**src/rtl/sync_fifo_param.sv**
```systemverilog
// Single-clock FIFO: registered read data and occupancy-decoded status flags.
// Also provides sticky overflow/underflow flags and a synchronous flush (clr).
module sync_fifo_param #(
   parameter int DATA_W    = 8,
   parameter int DEPTH     = 64,
   parameter int AF_THRESH = DEPTH - 4,
   parameter int AE_THRESH = 4
) (
   input  logic                       clk,
   input  logic                       rst,
   input  logic                       clr,
   input  logic                       wr_en,
   input  logic [DATA_W-1:0]          buf_in,
   input  logic                       rd_en,
   output logic [DATA_W-1:0]          buf_out,
   output logic                       rd_valid,
   output logic                       buf_empty,
   output logic                       buf_full,
   output logic                       almost_empty,
   output logic                       almost_full,
   output logic [$clog2(DEPTH):0]     fifo_counter,
   output logic                       overflow,
   output logic                       underflow
);

   localparam int AW = $clog2(DEPTH);
   localparam logic [AW:0] FULL_CNT = (AW+1)'(DEPTH);
   localparam logic [AW:0] AF_CNT   = (AW+1)'(AF_THRESH);
   localparam logic [AW:0] AE_CNT   = (AW+1)'(AE_THRESH);

   logic [DATA_W-1:0] mem [DEPTH];

   logic [AW-1:0]     wr_ptr_q, wr_ptr_d;
   logic [AW-1:0]     rd_ptr_q, rd_ptr_d;
   logic [AW:0]       count_q, count_d;
   logic [DATA_W-1:0] buf_out_q, buf_out_d;
   logic              rd_valid_q, rd_valid_d;
   logic              overflow_q, overflow_d;
   logic              underflow_q, underflow_d;
   logic              wr_accept, rd_accept;

   // Status flags come straight from the registered occupancy.
   assign buf_empty    = (count_q == '0);
   assign buf_full     = (count_q == FULL_CNT);
   assign almost_empty = (count_q <= AE_CNT);
   assign almost_full  = (count_q >= AF_CNT);
   assign fifo_counter = count_q;
   assign buf_out      = buf_out_q;
   assign rd_valid     = rd_valid_q;
   assign overflow     = overflow_q;
   assign underflow    = underflow_q;

   assign wr_accept = wr_en & ~buf_full & ~clr;
   assign rd_accept = rd_en & ~buf_empty & ~clr;

   always_comb begin
      wr_ptr_d    = wr_ptr_q;
      rd_ptr_d    = rd_ptr_q;
      count_d     = count_q;
      buf_out_d   = buf_out_q;
      rd_valid_d  = 1'b0;
      overflow_d  = overflow_q;
      underflow_d = underflow_q;
      if (clr) begin
         wr_ptr_d    = '0;
         rd_ptr_d    = '0;
         count_d     = '0;
         overflow_d  = 1'b0;
         underflow_d = 1'b0;
      end else begin
         if (wr_accept) wr_ptr_d = wr_ptr_q + 1'b1;
         if (rd_accept) begin
            rd_ptr_d   = rd_ptr_q + 1'b1;
            buf_out_d  = mem[rd_ptr_q];
            rd_valid_d = 1'b1;
         end
         // A simultaneous accepted read and write leaves occupancy unchanged.
         case ({wr_accept, rd_accept})
            2'b10:   count_d = count_q + 1'b1;
            2'b01:   count_d = count_q - 1'b1;
            default: count_d = count_q;
         endcase
         if (wr_en & buf_full)  overflow_d  = 1'b1;
         if (rd_en & buf_empty) underflow_d = 1'b1;
      end
   end

   always_ff @(posedge clk or posedge rst) begin
      if (rst) begin
         wr_ptr_q    <= '0;
         rd_ptr_q    <= '0;
         count_q     <= '0;
         buf_out_q   <= '0;
         rd_valid_q  <= 1'b0;
         overflow_q  <= 1'b0;
         underflow_q <= 1'b0;
      end else begin
         wr_ptr_q    <= wr_ptr_d;
         rd_ptr_q    <= rd_ptr_d;
         count_q     <= count_d;
         buf_out_q   <= buf_out_d;
         rd_valid_q  <= rd_valid_d;
         overflow_q  <= overflow_d;
         underflow_q <= underflow_d;
      end
   end

   // Storage is deliberately left without reset.
   always_ff @(posedge clk) begin
      if (wr_accept) mem[wr_ptr_q] <= buf_in;
   end

endmodule
```
**config.mk**
```make
export PLATFORM = sky130hd
export DESIGN_NAME = sync_fifo_param
export DESIGN_NICKNAME = d
export VERILOG_FILES = /design/src/rtl/sync_fifo_param.sv
export SDC_FILE = /design/constraint.sdc
export NUM_CORES = 1
export LEC_CHECK = 0
export ABC_AREA = 1
export BUFFER_PORTS_ARGS = -buffer_cell sky130_fd_sc_hd__buf_4
export CAP_MARGIN = 10
export CORE_MARGIN = 3
export CORE_UTILIZATION = 60
export CTS_BUF_LIST = sky130_fd_sc_hd__clkbuf_2 sky130_fd_sc_hd__clkbuf_4 sky130_fd_sc_hd__clkbuf_8
export CTS_CLUSTER_SIZE = 24
export DETAILED_ROUTE_END_ITERATION = 8
export PLACE_DENSITY_LB_ADDON = 0.15
export SLEW_MARGIN = 20
export SYNTH_ARGS = -nofsm -noshare
export SYNTH_HDL_FRONTEND = slang
export SYNTH_SLANG_ARGS = --single-unit
```
**constraint.sdc**
```tcl
create_clock -name clk -period 4.1 [get_ports clk]
set_input_delay 0.41 -clock clk [delete_from_list [all_inputs] [get_ports clk]]
set_output_delay 0.41 -clock clk [all_outputs]
set_load 0.05 [all_outputs]
```
==> results of run 1 <==
worst paths after layout:
path | to | slack (ps) | depth (start not counted)
max in group asynchronous | rd_ptr_q[0] | 3340 | 4
hold reg to reg | underflow | 510 | 2
hold / removal | underflow | 40 | 3
setup / recovery | mem[34][7] | 930 | 7
setup reg to reg | mem[34][7] | 1010 | 8
min in group asynchronous | buf_out[3] | 420 | 4
state kept, by name (all words and copies together), names as in the netlist:
register	cells
rd_ptr_q	6
underflow	1
mem	512
wr_ptr_q	6
overflow	1
fifo_counter	7
rd_valid	1
buf_out	8
Yosys cell counts, drive strengths merged, types with 22 or more instances:
| cell | count |
|---|---|
| a21oi | 22 |
| buf | 56 |
| clkbuf | 52 |
| dfrtp | 30 |
| edfxtp | 512 |
| inv | 35 |
| nand2 | 150 |
| nand3 | 72 |
| nand4 | 25 |
| nor2 | 395 |
| o211ai | 56 |
| o21ai | 275 |
| o22ai | 70 |
cells by family (layout without fill, tap and decap cells):
family,Yosys count,count (layout)
compound gates,433,433
simple gates,650,650
buf+inv,146,265
xor+xnor,1,1
flops,542,542
fa+ha+maj,4,4
power breakdown:
| group | total (mW) | switching (mW) | internal, mW |
|---|---|---|---|
| Combinational | 3.68 | 2.71 | 0.967 |
| Sequential | 6.27 | 0.114 | 6.16 |
| Clock | 4.51 | 2.03 | 2.48 |
| Total | 14.5 | 4.86 | 9.60 |
per-stage QoR:
| step | setup slack [ps] | hold WS (ps) | power [mW] |
|---|---|---|---|
| 2_1_floorplan | 1650 | 476 | 8.84 |
| 3_3_place_gp | 1030 | 494 | 9.96 |
| 3_5_place_dp | 860 | 500 | 9.99 |
| 4_1_cts | 970 | 0.898 | 14.5 |
| 5_1_grt | 798 | 57.2 | 15.1 |
| 6_report | 928 | 44.8 | 14.5 |
per-layer routing:
metal | GRT usage | part of all wire | up-vias
met5 | 0 | 0 | -
met4 | 0.116 | 0.037 | 0
met3 | 0.0549 | 0.099 | 129
met2 | 0.437 | 0.45 | 853
met1 | 0.439 | 0.42 | 7126
li1 | - | - | 6594
critical path: cells and delay by family:
kind                   cells  cell delay (ps)
buffers and inverters      4             1220
AND/OR/NAND/NOR            3             1780
final cells by class:
cell class	instances	area (sq um)
sequential	542	16100
fill	2477	11500
multi-input combinational	1088	5190
clock buffer	123	1500
timing repair buffer	74	611
tap	461	577
clock inverter	30	194
inverter	38	148
==> reports/metrics.csv, run 1 <==
metric;value;unit
Yosys warnings;0;
post-CTS sizing;0;
Synth cell types;33;
leading cell types in the layout, fill and taps excluded;512 x edfxtp_1, 387 x nor2_1, 258 x o21ai_0, 143 x nand2_1, 92 x clkbuf_8;
final hold vios;0;
Final min period;3170;ps
Clock Path Buffers;3;
root buffer cell;clkbuf_8;
Max Fclk;315;MHz
GRT Util Overall;0.294;
CP endpoint kind;flop;
worst min-delay path class;in2reg;
Nets;1845;
post-synthesis adder-cell area fraction;0.00228;
FP Rows;69;
worst-skew pair later-pin latency;630;ps
global-route wire length before repair;85.8;mm
CP max stage delay;840;ps
Synth area leaders;edfxtp_1 70%, nor2_1 6.6%, o21ai_0 5.9%;
most common cell after layout, fill and taps aside;edfxtp_1;
area leader, netlist;edfxtp_1;
Starting Density;0.614;
Area Overhead vs Synth;10.7;%
Post-synth EDFFs;512;
Syn Inst Count;1776;
Die X;197;um
total CTS buffers;84;
worst-margin pin slew;1170;ps
number of global-route vias before repair;14100;
main combinational cell family by area after synthesis;simple AND/OR/NAND/NOR gates;
CTS clk-pin slew, worst paths;60;ps
top-area cell type share of the netlist area;0.699;
min-delay src;rd_en;
Seq/Total Area, Yosys;0.733;
IO Pins;35;
Setup TNS Final;0;ps
fin. max-slew vios;0;
Post-Synth Simple-Gate Area;0.123;
WL/cell;23.8;um
CP Class;in2reg;
#FFs+latches synth;542;
Routed Antenna Nets;0;
relative slew slack;0.221;
largest net degree at the start of global routing;261;
R2R Path Start;fifo_counter[3];
Util after Layout;0.680;
initial drt markers;2261;
placed inst area;0.0226;sq mm
RSZ-0062 raised after global routing;no;
PwrDens;594;mW/mm^2
data required time at the worst endpoint;4350;ps
drt via density;6.24;
status;finished clean;
clk_skew;27.7;ps
DRC violations left;0;
Synth Area per Inst;12.4;sq um
crit path DAT;3420;ps
first drt pass iteration count;6;
H-Tree Depth;3;
vias;14700;
core area;0.0358;sq mm
share of cells above drive strength 1;0.126;
Final setup viols;0;
antenna cells;0;
design area;0.0244;sq mm
Worst setup SP type;input port;
CP startpoint;clr;
Top FF cell, synth;edfxtp_1;
critical path's slowest cell;nor2_1;
Cells after DPL;2201;
Die Area;0.0390;sq mm
LEAKAGE;8.20;nW
initial antenna violation count;0;
clock sinks;542;
post-synthesis mux area share;0;
PortBufs;34;
Max FO, Critical Path;11;
Syn Std Cell Area;0.0220;sq mm
GRT overflow;0;
GPL Wtd Cong;0.911;
Post-synth ARST share;0.0554;
Synth Net Count;1793;
final WL;56.1;mm
maxcap violations;0;
critical path, cell by cell;dlygate4sd3_1 -> buf_4 -> inv_1 -> nand3_2 -> clkinv_1 -> nand4_1 -> nor2_1;
Tcrit/Tclk final;0.774;
Non-Filler Instances;2356;
xor and xnor area share after synthesis;0.000398;
die height;197;um
CTS tree;built;
CTS Hold Bufs;2;
VDD IR-drop max;0.694;mV
DPL Wire Length;31.8;mm
Post-CTS Setup Inserts;0;
Compound-Gate Fraction of Synth Area;0.111;
Note: power is estimated with default switching activity, not from simulation.
==> inputs of run 2 (changes only) <==
--- a/config.mk
+++ b/config.mk
@@ -9,7 +9,7 @@
 export BUFFER_PORTS_ARGS = -buffer_cell sky130_fd_sc_hd__buf_4
 export CAP_MARGIN = 10
 export CORE_MARGIN = 3
-export CORE_UTILIZATION = 60
+export CORE_UTILIZATION = 59
 export CTS_BUF_LIST = sky130_fd_sc_hd__clkbuf_2 sky130_fd_sc_hd__clkbuf_4 sky130_fd_sc_hd__clkbuf_8
 export CTS_CLUSTER_SIZE = 24
 export DETAILED_ROUTE_END_ITERATION = 8
==> constraint.sdc (replaced) <==
create_clock -name clk -period 2.85 [get_ports clk]
set_input_delay 0.285 -clock clk [delete_from_list [all_inputs] [get_ports clk]]
set_output_delay 0.285 -clock clk [all_outputs]
set_load 0.05 [all_outputs]
==> run 2 against run 1 <==
Effect of this change: worst setup slack got worse by 760 ps; flip-flop and latch count did not move; via count rose by 0.82%; critical path type is now reg2reg; largest cell class unchanged; clock power rose by 41%; first-iteration DRC count fell by 7.1%; non-clock buffer count rose by 31; sequential share of layout area fell by 0.77 points; register-to-register slack got worse by 840 ps.
==> reports/metrics.csv, run 2 (same netlist as run 1, synthesis figures left out) <==
metric;value;unit;change
status;finished clean;;unchanged
clock sinks;542;;unchanged
number of global-route vias before repair;14300;;was 14,100
initial drt markers;2101;;was 2,261
largest register by flop count;mem;;unchanged
Final setup viols;0;;unchanged
GPL Wtd Cong;0.951;;was 0.911
CP endpoint kind;flop;;unchanged
worst min-delay path class;in2reg;;unchanged
total CTS buffers;84;;unchanged
relative slew slack;0.343;;was 0.221
Worst setup SP type;flop;;was input port
placed inst area;0.0230;sq mm;was 0.0226 sq mm
share of cells above drive strength 1;0.136;;was 0.126
Die X;199;um;was 197 um
Cells after DPL;2237;;was 2,201
Area Overhead vs Synth;12.0;%;was 10.7%
GRT overflow;0;;unchanged
core area;0.0367;sq mm;was 0.0358 sq mm
IO Pins;35;;unchanged
drt via density;6.19;;was 6.24
die height;199;um;was 197 um
final hold vios;0;;unchanged
Routed Antenna Nets;0;;unchanged
final WL;57.0;mm;was 56.1 mm
Non-Filler Instances;2394;;was 2,356
fin. max-slew vios;0;;unchanged
largest net degree at the start of global routing;116;;was 261
vias;14800;;was 14,700
Final min period;2680;ps;
root buffer cell;clkbuf_8;;unchanged
most common cell after layout, fill and taps aside;edfxtp_1;;unchanged
data required time at the worst endpoint;3090;ps;was 4350 ps
Starting Density;0.599;;was 0.614
Post-CTS Setup Inserts;0;;unchanged
RSZ-0062 raised after global routing;no;;unchanged
Clock Path Buffers;3;;unchanged
WL/cell;23.8;um;about the same
LEAKAGE;8.35;nW;was 8.20 nW
PortBufs;34;;unchanged
Tcrit/Tclk final;0.941;;
Setup TNS Final;0;ps;unchanged
CTS tree;built;;unchanged
critical path's slowest cell;nor2_1;;unchanged
VDD IR-drop max;0.809;mV;was 0.694 mV
crit path DAT;2920;ps;was 3420 ps
DPL Wire Length;33.3;mm;was 31.8 mm
first drt pass iteration count;5;;was 6
CP Class;reg2reg;;was in2reg
critical path's top delay family;simple AND/OR/NAND/NOR gates;;unchanged
worst-skew pair later-pin latency;640;ps;was 630 ps
critical path buffer and inverter count;3;;was 4
Nets;1876;;was 1,845
critical path, cell by cell;nor2_1 -> nand2_2 -> inv_2 -> nand2_2 -> nand3_2 -> clkinv_1 -> nand4_1 -> buf_4 -> nor2_1;;was dlygate4sd3_1 -> buf_4 -> inv_1 -> nand3_2 -> clkinv_1 -> nand4_1 -> nor2_1
initial antenna violation count;0;;unchanged
post-CTS sizing;0;;unchanged
H-Tree Depth;3;;unchanged
CP max stage delay;740;ps;was 840 ps
maxcap violations;0;;unchanged
worst-margin pin slew;982;ps;was 1170 ps
Die Area;0.0396;sq mm;was 0.0390 sq mm
slack of the worst reg-to-reg path;170;ps;was 1010 ps
max FFs per register;512;;unchanged
PwrDens;843;mW/mm^2;was 594 mW/mm^2
antenna cells;0;;unchanged
CTS clk-pin slew, worst paths;60;ps;about the same
GRT Util Overall;0.294;;about the same
global-route wire length before repair;86.6;mm;was 85.8 mm
design area;0.0246;sq mm;was 0.0244 sq mm
FP Rows;70;;was 69
leading cell types in the layout, fill and taps excluded;512 x edfxtp_1, 387 x nor2_1, 258 x o21ai_0, 143 x nand2_1, 90 x buf_4;;was 512 x edfxtp_1, 387 x nor2_1, 258 x o21ai_0, 143 x nand2_1, 92 x clkbuf_8
DRC violations left;0;;unchanged
fillers;2679;;was 2,477
Max FO, Critical Path;9;;was 11
Max Fclk;373;MHz;
clk_skew;26.8;ps;was 27.7 ps
-- run 2: cell count changes in the layout (fill, tap and decap cells not counted) --
| cell | before | now |
|---|---|---|
| buf_4 | 68 | 90 |
| buf_12 | 4 | 11 |
| clkinv_1 | 18 | 24 |
| clkbuf_4 | 31 | 27 |
| clkbuf_8 | 92 | 88 |
| clkinv_2 | 9 | 11 |
| dlygate4sd3_1 | 2 | 4 |
| nor2_2 | 5 | 4 |
| nor2_4 | 3 | 4 |
-- run 2: metal layers --
layer | vias up | track usage | wire length (um)
met5 | - | 0 | 0
li1 | 6667 | - | -
met3 | 106 | 0.0654 | 6060
met1 | 7219 | 0.417 | 22700
met4 | 0 | 0.105 | 1640
met2 | 831 | 0.457 | 26600
-- run 2: area by class of cell --
cell class / count / area, sq um / area share
flip-flops and latches: 542 / 16100 / 0.655
well taps: 468 / 586 / 0.0238
multi-input cells: 1088 / 5200 / 0.211
repair buffers: 105 / 936 / 0.0380
clock inverters: 38 / 226 / 0.00919
clock buffers: 115 / 1410 / 0.0574
inverters: 38 / 148 / 0.00599
-- run 2: worst paths after layout --
kind,start,end,depth (start not counted)
hold / removal,rd_en,rd_valid,4
min in group asynchronous,rst,rd_ptr_q[0],3
hold reg to reg,overflow,overflow,2
setup reg to reg,fifo_counter[3],mem[22][6],9
max in group asynchronous,rst,buf_out[5],4
setup / recovery,fifo_counter[3],mem[22][6],9
-- run 2: per-stage QoR --
step	util	power (mW)	hold slack, ps	setup slack, ps
after floorplan	-	12.7	351	402
after global placement	0.626	14.5	487	293
after detailed placement	0.626	14.5	495	223
after CTS	0.671	20.8	206	217
after global routing	0.671	21.7	252	41.7
final	0.671	20.8	255	168
-- run 2: what timing repair did --
action	in CTS	in global routing
endpoints found under the hold margin	19	0
setup endpoints to repair	0	0
hold buffers	4	0
-- run 2: power breakdown --
part	total, mW	switching, mW	internal (mW)
clock network	6.36	2.96	3.40
registers	9.11	0.245	8.86
logic	5.30	3.75	1.54
total	20.8	6.96	13.8
-- run 2: worst reg2reg max path, delay by kind of cell (launching register included) --
| family | cells | cell delay, ps |
|---|---|---|
| flops | 1 | 490 |
| buf+inv | 3 | 470 |
| simple gates | 6 | 1330 |
==> inputs of run 3 (changes only) <==
--- a/config.mk
+++ b/config.mk
@@ -14,6 +14,7 @@
 export CTS_CLUSTER_SIZE = 24
 export DETAILED_ROUTE_END_ITERATION = 8
 export PLACE_DENSITY_LB_ADDON = 0.15
+export SETUP_SLACK_MARGIN = 0.3
 export SLEW_MARGIN = 20
 export SYNTH_ARGS = -nofsm -noshare
 export SYNTH_HDL_FRONTEND = slang
==> run 3 against run 2 <==
Effect of this change: clock-buffer cell count is the same; largest power group unchanged; clock skew grew 0.67 ps; clock power is essentially flat; critical endpoint is now mem[36][2]; die area is the same; worst setup slack gained 170 ps.
==> reports/metrics.csv, run 3 (same netlist as run 1, synthesis figures left out) <==
metric;value;unit;change
reg-to-reg endpoint;mem[36][2];;was mem[22][6]
die height;199;um;unchanged
H-Tree Depth;3;;unchanged
GPL Wtd Cong;0.951;;unchanged
Post-Place Setup Slack;223;ps;unchanged
CP endpoint kind;flop;;unchanged
most common cell after layout, fill and taps aside;edfxtp_1;;unchanged
final hold vios;0;;unchanged
CTS tree;built;;unchanged
P_int;13.8;mW;about the same
Max Fclk;398;MHz;was 373 MHz
max FFs per register;512;;unchanged
Tcrit/Tclk final;0.881;;was 0.941
leading cell types in the layout, fill and taps excluded;512 x edfxtp_1, 355 x nor2_1, 258 x o21ai_0, 143 x nand2_1, 90 x buf_4;;was 512 x edfxtp_1, 387 x nor2_1, 258 x o21ai_0, 143 x nand2_1, 90 x buf_4
Flop pwr share;0.438;;was 0.439
worst reg2reg path depth;9;;unchanged
GRT overflow;0;;unchanged
worst min-delay path class;in2reg;;unchanged
sw power;6.97;mW;was 6.96 mW
fin. max-slew vios;0;;unchanged
Register Area;0.0161;sq mm;unchanged
DRC violations left;0;;unchanged
Clock Power Share;0.306;;about the same
number of global-route vias before repair;14400;;was 14,300
Worst setup SP type;flop;;unchanged
relative slew slack;0.396;;was 0.343
first drt pass iteration count;6;;was 5
root buffer cell;clkbuf_8;;unchanged
Hold Path Sink;rd_valid;;unchanged
final WL;57.2;mm;was 57.0 mm
vias;14900;;was 14,800
initial antenna violation count;0;;unchanged
Die Area;0.0396;sq mm;unchanged
largest net degree at the start of global routing;116;;unchanged
min-delay src;rd_en;;unchanged
hold path depth;4;;unchanged
GRT Util Overall;0.294;;about the same
PwrDens;840;mW/mm^2;was 843 mW/mm^2
WL/cell;23.9;um;was 23.8 um
Final setup viols;0;;unchanged
Max FO, Critical Path;9;;unchanged
total CTS buffers;84;;unchanged
worst-margin pin slew;906;ps;was 982 ps
Starting Density;0.599;;unchanged
LEAKAGE;8.35;nW;about the same
core area;0.0367;sq mm;unchanged
RSZ-0062 raised after global routing;yes;;was no
R2R Path Start;fifo_counter[3];;unchanged
IO Pins;35;;unchanged
CP Class;reg2reg;;unchanged
clk_skew;27.5;ps;was 26.8 ps
worst-skew pair later-pin latency;640;ps;about the same
global-route wire length before repair;86.5;mm;was 86.6 mm
Die X;199;um;unchanged
maxcap violations;0;;unchanged
slack of the worst reg-to-reg path;340;ps;was 170 ps
initial drt markers;2087;;was 2,101
PortBufs;34;;unchanged
Final min period;2510;ps;was 2680 ps
share of cells above drive strength 1;0.153;;was 0.136
data required time at the worst endpoint;3110;ps;was 3090 ps
Clock Path Buffers;3;;unchanged
drt via density;6.21;;was 6.19
largest register by flop count;mem;;unchanged
status;finished clean;;unchanged
Post-CTS Setup Inserts;0;;unchanged
Nets;1876;;unchanged
VDD IR-drop max;0.807;mV;was 0.809 mV
Routed Antenna Nets;0;;unchanged
Combinational Power Share;0.255;;about the same
area occupied by multi-input gates;0.00528;sq mm;was 0.00520 sq mm
clock sinks;542;;unchanged
Final WS setup;341;ps;was 168 ps
CTS clk-pin slew, worst paths;70;ps;was 60 ps
FP Rows;70;;unchanged
crit path DAT;2760;ps;was 2920 ps
DPL Wire Length;33.3;mm;unchanged
Tot Pwr;20.8;mW;about the same
fillers;2671;;was 2,679
sw frac;0.335;;about the same
Setup TNS Final;0;ps;unchanged
Area Overhead vs Synth;12.4;%;was 12.0%
-- run 3: per-stage QoR --
stage	area, sq um	cells	util	hold slack (ps)
5_1_grt	24700	2394	0.674	252
3_3_place_gp	23000	2237	0.626	487
3_5_place_dp	23000	2237	0.626	495
4_1_cts	24600	2394	0.672	206
2_1_floorplan	22000	1776	-	351
6_report	24700	2395	0.674	247
-- run 3: worst max-delay path by stage --
stage	startpoint	endpoint	slack, ps	cells past startpoint
CTS	fifo_counter[3]	mem[33][2]	340	9
global route	fifo_counter[3]	mem[5][7]	190	9
global placement	fifo_counter[3]	mem[20][6]	290	9
finish	fifo_counter[3]	mem[36][2]	340	9
detailed placement	fifo_counter[3]	mem[21][1]	220	9
floorplan	fifo_counter[3]	mem[63][0]	400	8
-- run 3: final cells by class --
cell class	instances	area share
Clock buffer	115	0.0572
Antenna cell	1	0.000101
Timing Repair Buffer	105	0.0378
Tap cell	468	0.0237
Multi-Input combinational cell	1088	0.214
Sequential cell	542	0.652
Clock inverter	38	0.00916
Inverter	38	0.00607
-- run 3: layer usage --
layer  track usage  part of all wire  wire length [um]
met4         0.104             0.027              1550
met1         0.417              0.40             22800
met5             0                 0                 0
met2         0.457              0.47             26800
met3        0.0664              0.11              6100
-- run 3: timing repair --
action                                  4_1_cts  5_1_grt
pin swaps                                     0        0
hold endpoints to repair                     19        0
endpoints found under the setup margin       24      274
resized for setup                             3       31
hold buffers                                  4        0
gates cloned                                  0        0
-- run 3: critical path, cell delays in order, from the launching register on --
cell,delay [ps]
dfrtp_1,490
nor2_1,80
nand2_2,100
inv_2,40
nand2_2,90
nand3_2,150
clkinv_1,220
nand4_1,170
buf_4,230
nor2_1,560
-- run 3: power by group through the flow --
stage	Combinational (mW)	Clock, mW	Sequential, mW
2_1_floorplan	3.22	0	9.50
3_3_place_gp	5.21	0	9.26
3_5_place_dp	5.23	0	9.26
4_1_cts	5.25	6.45	9.10
5_1_grt	5.77	6.83	9.12
6_report	5.31	6.36	9.11
